### config.mk
export PLATFORM = sky130hd
export DESIGN_NAME = maxpool_out_packer
export DESIGN_NICKNAME = d
export VERILOG_FILES = /design/src/rtl/maxpool_pkg.sv /design/src/rtl/pack_out_reg.sv /design/src/rtl/maxpool_out_packer.sv
export SDC_FILE = /design/constraint.sdc
export NUM_CORES = 1
export LEC_CHECK = 0
export CORE_MARGIN = 4
export CORE_UTILIZATION = 41
export CTS_BUF_LIST = sky130_fd_sc_hd__clkbuf_4 sky130_fd_sc_hd__clkbuf_8
export DETAILED_ROUTE_END_ITERATION = 10
export MAX_ROUTING_LAYER = met4
export PLACE_DENSITY = 0.63
export SYNTH_ARGS = -nofsm -noshare
export SYNTH_HDL_FRONTEND = slang
export SYNTH_SLANG_ARGS = --single-unit
### constraint.sdc
create_clock -name clk -period 4.78 [get_ports clk]
set_input_delay 0.478 -clock clk [delete_from_list [all_inputs] [get_ports clk]]
set_output_delay 0.478 -clock clk [all_outputs]
set_load 0.01 [all_outputs]
### src/rtl/maxpool_pkg.sv
// Shared defaults and helpers for the maxpool output packer.
// Optional ReLU clamp is controlled by MAXPOOL_PACK_RELU_EN (see maxpool_out_packer).
package maxpool_pkg;

    localparam int unsigned DATA_WIDTH_DEFAULT = 16;
    localparam int unsigned CONV_UNITS_DEFAULT = 8;

    // Words per output beat: one beat carries half a core's convolution units.
    function automatic int unsigned pack_words(input int unsigned conv_units);
        return conv_units / 2;
    endfunction

    function automatic int unsigned lane_lsb(input int unsigned lane, input int unsigned width);
        return lane * width;
    endfunction

endpackage

### src/rtl/pack_out_reg.sv
// Output holding register for the packer: AXI-Stream style valid/ready with
// tkeep/tlast, loaded with a completed beat and cleared once accepted.
module pack_out_reg #(
    parameter int unsigned DATA_BITS = 64,
    parameter int unsigned KEEP_BITS = 4
) (
    input  logic                 clk,
    input  logic                 rst,
    input  logic                 load_en,
    input  logic [DATA_BITS-1:0] load_data,
    input  logic [KEEP_BITS-1:0] load_keep,
    input  logic                 load_last,
    input  logic                 m_tready,
    output logic                 m_tvalid,
    output logic [DATA_BITS-1:0] m_tdata,
    output logic [KEEP_BITS-1:0] m_tkeep,
    output logic                 m_tlast
);

    logic                 valid_q, valid_d;
    logic [DATA_BITS-1:0] data_q, data_d;
    logic [KEEP_BITS-1:0] keep_q, keep_d;
    logic                 last_q, last_d;

    // The producer never loads while the register is stalled, so a load
    // always wins over the drain and gives back-to-back beats without a bubble.
    always_comb begin
        valid_d = valid_q;
        data_d  = data_q;
        keep_d  = keep_q;
        last_d  = last_q;
        if (load_en) begin
            valid_d = 1'b1;
            data_d  = load_data;
            keep_d  = load_keep;
            last_d  = load_last;
        end else if (valid_q && m_tready) begin
            valid_d = 1'b0;
            data_d  = '0;
            keep_d  = '0;
            last_d  = 1'b0;
        end
    end

    always_ff @(posedge clk or posedge rst) begin
        if (rst) begin
            valid_q <= 1'b0;
            data_q  <= '0;
            keep_q  <= '0;
            last_q  <= 1'b0;
        end else begin
            valid_q <= valid_d;
            data_q  <= data_d;
            keep_q  <= keep_d;
            last_q  <= last_d;
        end
    end

    assign m_tvalid = valid_q;
    assign m_tdata  = data_q;
    assign m_tkeep  = keep_q;
    assign m_tlast  = last_q;

endmodule

### src/rtl/maxpool_out_packer.sv
// Packs PACK consecutive pooled words into one AXI-Stream beat with tkeep/tlast.
// Define MAXPOOL_PACK_RELU_EN to clamp negative words to zero before packing.
module maxpool_out_packer
    import maxpool_pkg::*;
#(
    parameter int unsigned DATA_WIDTH = DATA_WIDTH_DEFAULT,
    parameter int unsigned CONV_UNITS = CONV_UNITS_DEFAULT
) (
    input  logic                                            clk,
    input  logic                                            rst,
    input  logic                                            s_valid,
    output logic                                            s_ready,
    input  logic [DATA_WIDTH-1:0]                           s_data,
    input  logic                                            s_last,
    output logic                                            m_tvalid,
    input  logic                                            m_tready,
    output logic [DATA_WIDTH*pack_words(CONV_UNITS)-1:0]    m_tdata,
    output logic [pack_words(CONV_UNITS)-1:0]               m_tkeep,
    output logic                                            m_tlast
);

    localparam int unsigned PACK = pack_words(CONV_UNITS);
    localparam int unsigned CW   = $clog2(PACK);
    localparam int unsigned BW   = DATA_WIDTH * PACK;

    logic [CW-1:0]         cnt_q, cnt_d;
    logic [BW-1:0]         asm_q, asm_d;
    logic [DATA_WIDTH-1:0] word;
    logic [BW-1:0]         beat_data;
    logic [PACK-1:0]       beat_keep;
    logic                  completing;
    logic                  xfer;
    logic                  load_en;

`ifdef MAXPOOL_PACK_RELU_EN
    assign word = s_data[DATA_WIDTH-1] ? '0 : s_data;
`else
    assign word = s_data;
`endif

    assign completing = (cnt_q == CW'(PACK - 1)) || s_last;

    // Only a completing word needs the output register free, so the
    // m_tready -> s_ready path stays one gate deep.
    assign s_ready = !(m_tvalid && !m_tready && completing);
    assign xfer    = s_valid && s_ready;

    always_comb begin
        beat_data = asm_q;
        beat_keep = '0;
        for (int unsigned i = 0; i < PACK; i++) begin
            if (CW'(i) == cnt_q) begin
                beat_data[lane_lsb(i, DATA_WIDTH) +: DATA_WIDTH] = word;
            end
            beat_keep[i] = (CW'(i) <= cnt_q);
        end
    end

    always_comb begin
        cnt_d   = cnt_q;
        asm_d   = asm_q;
        load_en = 1'b0;
        if (xfer) begin
            if (completing) begin
                load_en = 1'b1;
                cnt_d   = '0;
                asm_d   = '0;
            end else begin
                cnt_d   = cnt_q + CW'(1);
                asm_d   = beat_data;
            end
        end
    end

    always_ff @(posedge clk or posedge rst) begin
        if (rst) begin
            cnt_q <= '0;
            asm_q <= '0;
        end else begin
            cnt_q <= cnt_d;
            asm_q <= asm_d;
        end
    end

    pack_out_reg #(
        .DATA_BITS (BW),
        .KEEP_BITS (PACK)
    ) u_out_reg (
        .clk       (clk),
        .rst       (rst),
        .load_en   (load_en),
        .load_data (beat_data),
        .load_keep (beat_keep),
        .load_last (s_last),
        .m_tready  (m_tready),
        .m_tvalid  (m_tvalid),
        .m_tdata   (m_tdata),
        .m_tkeep   (m_tkeep),
        .m_tlast   (m_tlast)
    );

endmodule

==> results.md, run 1 <==
| Quantity | Reported | Unit |
| --- | --- | --- |
| Number of max-cap violations | 0 | - |
| CP Max Fanout | 42 | - |
| Leakage component of the power | 3.054 | nW |
| Number of global-route vias before repair | 3966 | - |
| Fraction of final layout cells sized beyond drive strength 1 | 9.446 | % |
| Post-layout total power | 3.226 | mW |
| Estimated wirelength of the detail-placed design | 8.428 | mm |
| Maximum root-to-sink buffer count | 2 | - |
| Min Tclk post-route | 2815 | ps |
| CTS H-tree depth | 4 | - |
| Outcome | finished clean | - |
| Share of the clock period used by the worst path after layout | 58.88 | % |
| Routed wire length | 13.61 | mm |
| Number of buffers added on ports | 91 | - |
| Top cell type by total area after synthesis | sky130_fd_sc_hd__dfrtp_1 | - |
| HP Class | reg2reg | - |
| Final number of hold-violating endpoints | 0 | - |
| Length of the first detailed-routing pass in iterations | 5 | - |
| Number of filler instances in the final layout | 1120 | - |
| GRT Util Overall | 18.58 | % |
| Setup Fix Bufs, Post-CTS | 0 | - |
| Flip-flop and latch area | 3378 | um^2 |
| RD Place Congestion | 0.7462 | - |
| Setup clock skew after layout | 10.33 | ps |
| RSZ-0062 raised after global routing | no | - |
| Area used by multi-input combinational logic | 2024 | um^2 |
| Element type at the critical path end | flip-flop | - |
| Count of routing violations after the opening detailed-route iteration | 189 | - |
| Final critical-path setup slack | 1965 | ps |
| Effective utilization at floorplan | 42.10 | % |
| Most area-consuming cells after synthesis | sky130_fd_sc_hd__dfrtp_1, sky130_fd_sc_hd__mux2i_1, sky130_fd_sc_hd__o2bb2ai_1 | - |
| Share of the synthesized area in the top cell type | 60.35 | % |
| Antenna violations before repair | 0 | - |
| FMAX | 355.3 | MHz |
| Cell with the most instances after synthesis | sky130_fd_sc_hd__dfrtp_1 | - |
| Remaining Overflow, GRT | 0 | - |
| Cell area after synthesis | 5598 | um^2 |
| Required time at the endpoint of the critical path | 5160 | ps |
| Cell count of the worst hold path | 1 | - |
| Top cell types by occurrence after synthesis | sky130_fd_sc_hd__dfrtp_1, sky130_fd_sc_hd__o2bb2ai_1, sky130_fd_sc_hd__mux2i_1 | - |
| Number of failing setup endpoints in the final timing report | 0 | - |
| Post-cts repair resize count | 0 | - |
| Kind of launch point of the worst setup path | flip-flop | - |
| # clock sinks | 135 | - |
| Worst-Margin Slew | 1189 | ps |
| Register-to-Register Path Depth | 6 | - |
| CP arrival | 3190 | ps |
| Portion of the post-synthesis area used by sequential elements | 60.35 | % |
| Number of CTS-inserted buffers | 17 | - |
| Post-layout utilization of the core | 53.07 | % |
| Largest net degree at the start of global routing | 98 | - |
| Proportion of register bits with asynchronous set or reset after synthesis | 100.0 | % |
| Count of unique library cells instantiated by Yosys | 27 | - |
| Top flip-flop cell by instance count after synthesis | sky130_fd_sc_hd__dfrtp_1 | - |
| Path type of the worst setup path | reg2reg | - |
| Normalized max-slew margin | 20.46 | % |
| Wire length of the first global-routing pass | 22.22 | mm |
| Clock latency on the worst-skew pair | 440 | ps |
| Seq cells post-synth | 135 | - |
| Y dimension of the die | 124.8 | um |
| Top-level port count | 92 | - |
| Worst setup slack before clock tree synthesis | 1762 | ps |
| Antenna-violating nets left | 0 | - |
| Yosys warnings | 0 | - |
| WL per Instance | 20.52 | um |
| Number of max-slew violations in the final report | 0 | - |
| Overall die width | 124.8 | um |
| Number of enable flip-flop cells after synthesis | 0 | - |
| Final-layout setup total negative slack | 0 | ps |
| Number of vias per cell | 5.544 | - |
| Overall via count from detail_route | 3676 | - |
| Number of antenna cells inserted | 0 | - |
| Row count | 42 | - |
| Max IR drop VDD | 0.0001881 | V |
| Mean instance size in the synthesized netlist | 14.17 | um^2 |
| Worst-path clk slew | 70 | ps |
| Net count, final | 499 | - |
| Layout Area Growth over Synthesis | 26.04 | % |
| Floorplan die area | 15590 | um^2 |
| Core Area | 13300 | um^2 |
| PwrDens | 457.2 | nW/um^2 |
| Remaining routing DRC violations | 0 | - |
| Clock root buffer | sky130_fd_sc_hd__clkbuf_8 | - |
| Mapped Cells | 395 | - |
| Total nets after synthesis | 420 | - |
| TritonCTS clock tree | yes | - |
| Hold bufs inserted after CTS | 0 | - |
layer usage:
layer,up-vias,GRT usage [%],routed length [um]
met3,18,4.503,579
met4,0,7.526,205
li1,1656,-,-
met1,1918,25.43,6628
met2,84,26.72,6191
met5,-,-,0
layout by cell type, fill, tap and decap left out, types with 2 or more instances in the layout:
master                            count
sky130_fd_sc_hd__dfrtp_1            135
sky130_fd_sc_hd__or4b_4               2
sky130_fd_sc_hd__nand2b_1             2
sky130_fd_sc_hd__and2_1              19
sky130_fd_sc_hd__clkdlybuf4s50_1     91
sky130_fd_sc_hd__o211ai_4             2
sky130_fd_sc_hd__clkbuf_8            20
sky130_fd_sc_hd__o2bb2ai_1           66
sky130_fd_sc_hd__a32o_1               2
sky130_fd_sc_hd__mux2i_1             64
sky130_fd_sc_hd__ha_1                 4
sky130_fd_sc_hd__clkbuf_4             3
sky130_fd_sc_hd__inv_1                2
sky130_fd_sc_hd__a22o_1              49
sky130_fd_sc_hd__buf_4                5
sky130_fd_sc_hd__clkinv_2             4
sky130_fd_sc_hd__bufinv_16            5
cells by family (layout without fill, tap and decap cells):
logic type               Yosys count  after routing  share of synthesized area, %
AO/OA/AOI/OAI                    122            122                         19.69
buffers and inverters             39            131                         3.688
flip-flops                       135            135                         60.35
adder cells (fa/ha/maj)            4              4                        0.8941
AND/OR/NAND/NOR                   30             30                         3.733
multiplexers                      65             65                         11.64
worst max-delay path: stages (launching register included):
cell and delay (ps):
sky130_fd_sc_hd__dfrtp_1 430, sky130_fd_sc_hd__ha_1 210, sky130_fd_sc_hd__buf_4 260, sky130_fd_sc_hd__nor2_4 300, sky130_fd_sc_hd__a2bb2oi_4 900, sky130_fd_sc_hd__buf_4 450
sky130_fd_sc_hd__a32o_1 180
final cells by class:
class,instances,share of cell area [%]
sequential,135,47.88
timing repair buffer,96,13.44
clock inverter,9,2.412
tap,176,3.121
inverter,3,0.2305
clock buffer,23,4.221
multi-input combinational,221,28.69
path summary, 6_finish.rpt:
check	end	startpoint	slack, ps
setup / recovery	u_out_reg.m_tlast	cnt_q[1]	1970
hold / removal	asm_q[60]	asm_q[60]	490
setup reg to reg	u_out_reg.m_tlast	cnt_q[1]	1970
hold reg to reg	asm_q[60]	asm_q[60]	490
max in group asynchronous	u_out_reg.m_tdata[55]	rst	3120
min in group asynchronous	asm_q[61]	rst	560
state kept, by name, indices dropped and copies added, names as in the netlist:
name,count
asm_q,64
u_out_reg.m_tdata,64
u_out_reg.m_tkeep,4
cnt_q,2
u_out_reg.m_tlast,1
per-stage QoR:
step           hold slack, ps  instances  area [um^2]
6_report                486.3        663         7056
5_1_grt                 496.7        663         7056
4_1_cts                 489.6        663         7056
3_5_place_dp            470.1        631         6588
3_3_place_gp            468.0        631         6588
2_1_floorplan           452.8        395         5598
power breakdown:
group	switching [mW]	total [mW]	internal [mW]
sequential	0.0975	1.39	1.29
clock	0.428	1.11	0.677
combinational	0.352	0.731	0.379
total	0.877	3.23	2.35
No activity file was read; power rests on OpenSTA's default activity.
==> inputs of run 2 (changes only) <==
--- a/config.mk
+++ b/config.mk
@@ -10,7 +10,7 @@
 export CTS_BUF_LIST = sky130_fd_sc_hd__clkbuf_4 sky130_fd_sc_hd__clkbuf_8
 export DETAILED_ROUTE_END_ITERATION = 10
 export MAX_ROUTING_LAYER = met4
-export PLACE_DENSITY = 0.63
+export PLACE_DENSITY = 0.65
 export SYNTH_ARGS = -nofsm -noshare
 export SYNTH_HDL_FRONTEND = slang
 export SYNTH_SLANG_ARGS = --single-unit
==> constraint.sdc (replaced) <==
create_clock -name clk -period 2.49 [get_ports clk]
set_input_delay 0.249 -clock clk [delete_from_list [all_inputs] [get_ports clk]]
set_output_delay 0.249 -clock clk [all_outputs]
set_load 0.01 [all_outputs]
==> results.md, run 2 (same netlist as run 1, synthesis figures left out) <==
| Quantity | Reported | Unit |
| --- | --- | --- |
| Number of failing setup endpoints in the final timing report | 0 | - |
| RD Place Congestion | 0.7267 | - |
| Worst-path clk slew | 80 | ps |
| Worst setup slack before clock tree synthesis | 367.0 | ps |
| Floorplan die area | 15590 | um^2 |
| Top-level port count | 92 | - |
| Layer with the highest usage after global routing | met1 | - |
| FMAX | 435.2 | MHz |
| Path type of the worst setup path | reg2out | - |
| Number of antenna cells inserted | 0 | - |
| GRT Util Overall | 17.85 | % |
| WL per Instance | 19.64 | um |
| Met2 Resource Use GR | 24.65 | % |
| Fraction of final layout cells sized beyond drive strength 1 | 11.27 | % |
| Number of vias per cell | 5.368 | - |
| Core Area | 13300 | um^2 |
| Element type at the critical path end | output port | - |
| CP arrival | 2050 | ps |
| Setup Fix Bufs, Post-CTS | 0 | - |
| Count of routing violations after the opening detailed-route iteration | 256 | - |
| PwrDens | 823.7 | nW/um^2 |
| Row count | 42 | - |
| Number of max-cap violations | 0 | - |
| Remaining Overflow, GRT | 0 | - |
| Y dimension of the die | 124.8 | um |
| Final critical-path setup slack | 192.3 | ps |
| Critical Path Stages | 5 | - |
| Largest net degree at the start of global routing | 69 | - |
| Critical path's largest stage delay | 480 | ps |
| CTS H-tree depth | 4 | - |
| Register-to-Register Path Depth | 5 | - |
| Worst path cell trace | ha_1 > buf_4 > nor2_4 > or2_1 > clkdlybuf4s50_1 | - |
| Remaining routing DRC violations | 0 | - |
| Worst-Margin Slew | 730.4 | ps |
| TritonCTS clock tree | yes | - |
| Layout Area Growth over Synthesis | 26.93 | % |
| Number of CTS-inserted buffers | 17 | - |
| Last element of the critical path | s_ready | - |
| Met3 Resource Use GR | 4.931 | % |
| Length of the first detailed-routing pass in iterations | 4 | - |
| Overall die width | 124.8 | um |
| Critical register-to-register path startpoint | cnt_q[0] | - |
| Worst setup path startpoint | cnt_q[1] | - |
| Leakage component of the power | 3.076 | nW |
| Number of buffer and inverter stages on the critical path | 2 | - |
| CP Max Fanout | 9 | - |
| Hold bufs inserted after CTS | 0 | - |
| Flop2flop setup slack | 480 | ps |
| Effective utilization at floorplan | 42.10 | % |
| Routed wire length | 13.22 | mm |
| Commonest non-fill, non-tap cells in the layout | sky130_fd_sc_hd__dfrtp_1, sky130_fd_sc_hd__clkdlybuf4s50_1, sky130_fd_sc_hd__o2bb2ai_1, sky130_fd_sc_hd__mux2i_1, sky130_fd_sc_hd__a22o_1 | - |
| Required time at the endpoint of the critical path | 2240 | ps |
| Clock root buffer | sky130_fd_sc_hd__clkbuf_8 | - |
| Net count, final | 511 | - |
| Post-layout utilization of the core | 53.44 | % |
| Clock latency on the worst-skew pair | 430 | ps |
| Kind of launch point of the worst setup path | flip-flop | - |
| Number of global-route vias before repair | 3948 | - |
| Post-cts repair resize count | 0 | - |
| Normalized max-slew margin | 51.17 | % |
| Largest delay share family, worst path | buffers and inverters | - |
| Final number of hold-violating endpoints | 0 | - |
| Min Tclk post-route | 2298 | ps |
| Number of buffers added on ports | 91 | - |
| Slowest cell on crit path | sky130_fd_sc_hd__clkdlybuf4s50_1 | - |
| Estimated wirelength of the detail-placed design | 8.553 | mm |
| Outcome | finished clean | - |
| Number of max-slew violations in the final report | 0 | - |
| Final-layout setup total negative slack | 0 | ps |
| # clock sinks | 135 | - |
| Antenna violations before repair | 0 | - |
| Setup clock skew after layout | 9.576 | ps |
| HP Class | in2async | - |
| Wire length of the first global-routing pass | 21.76 | mm |
| Maximum root-to-sink buffer count | 2 | - |
| Routing usage on met1 | 26.37 | % |
| Overall via count from detail_route | 3613 | - |
| RSZ-0062 raised after global routing | no | - |
| Share of the clock period used by the worst path after layout | 92.28 | % |
| Most frequent standard cell in the layout excluding fill and tap cells | sky130_fd_sc_hd__dfrtp_1 | - |
| Capture point of the worst reg-to-reg path | asm_q[41] | - |
| Max IR drop VDD | 0.0003514 | V |
| Antenna-violating nets left | 0 | - |
[run 2: cell count changes in the layout (fill, tap and decap cells not counted)]
cell / previous run / this run
sky130_fd_sc_hd__buf_12: 0 / 4
sky130_fd_sc_hd__buf_4: 5 / 13
sky130_fd_sc_hd__bufinv_16: 5 / 2
sky130_fd_sc_hd__clkbuf_4: 3 / 2
sky130_fd_sc_hd__clkbuf_8: 20 / 19
sky130_fd_sc_hd__clkinvlp_4: 0 / 4
sky130_fd_sc_hd__inv_6: 1 / 0
[run 2: area by class of cell]
cell class                 instances  area (um^2)
timing repair buffer             108         1089
sequential                       135         3378
inverter                           3        15.01
multi-input combinational        221         2024
clock inverter                     9        102.6
tap                              176        220.2
clock buffer                      21        276.5
fill                            1122         6190
[run 2: where the power goes]
group | total (mW) | switching (mW) | internal, mW
Clock | 1.75 | 0.806 | 0.946
Sequential | 2.66 | 0.181 | 2.48
Combinational | 1.44 | 0.683 | 0.757
Total | 5.85 | 1.67 | 4.18
[run 2: worst register-to-register path, cell delays in order, from the launching register on]
cell and delay (ps):
sky130_fd_sc_hd__dfrtp_1 380, sky130_fd_sc_hd__inv_1 100, sky130_fd_sc_hd__ha_1 350, sky130_fd_sc_hd__or4b_1 580, sky130_fd_sc_hd__o211ai_2 300, sky130_fd_sc_hd__a22o_1 240
[run 2: metal layers]
layer	routed length [um]	vias up
li1	-	1670
met3	564	8
met2	5737	82
met4	92	0
met5	0	-
met1	6823	1853
[run 2: worst min-delay path by stage]
stage               slack, ps  cells past startpoint                     to        from
finish                    140                      2  u_out_reg.m_tdata[45]         rst
global route              130                      2  u_out_reg.m_tdata[45]         rst
CTS                       120                      2  u_out_reg.m_tdata[45]         rst
detailed placement        470                      1              asm_q[60]   asm_q[60]
global placement          470                      1              asm_q[55]   asm_q[55]
floorplan                 390                      1              asm_q[10]  s_data[10]
[run 2: through the flow]
stage | total power [mW] | instances | cell area, um^2 | hold slack (ps)
2_1_floorplan | 3.467 | 395 | 5602 | 388.7
3_5_place_dp | 4.153 | 643 | 6726 | 470.5
3_3_place_gp | 4.132 | 643 | 6726 | 468.4
4_1_cts | 5.917 | 673 | 7106 | 122.8
5_1_grt | 6.145 | 673 | 7106 | 129.2
6_report | 5.853 | 673 | 7106 | 139.4
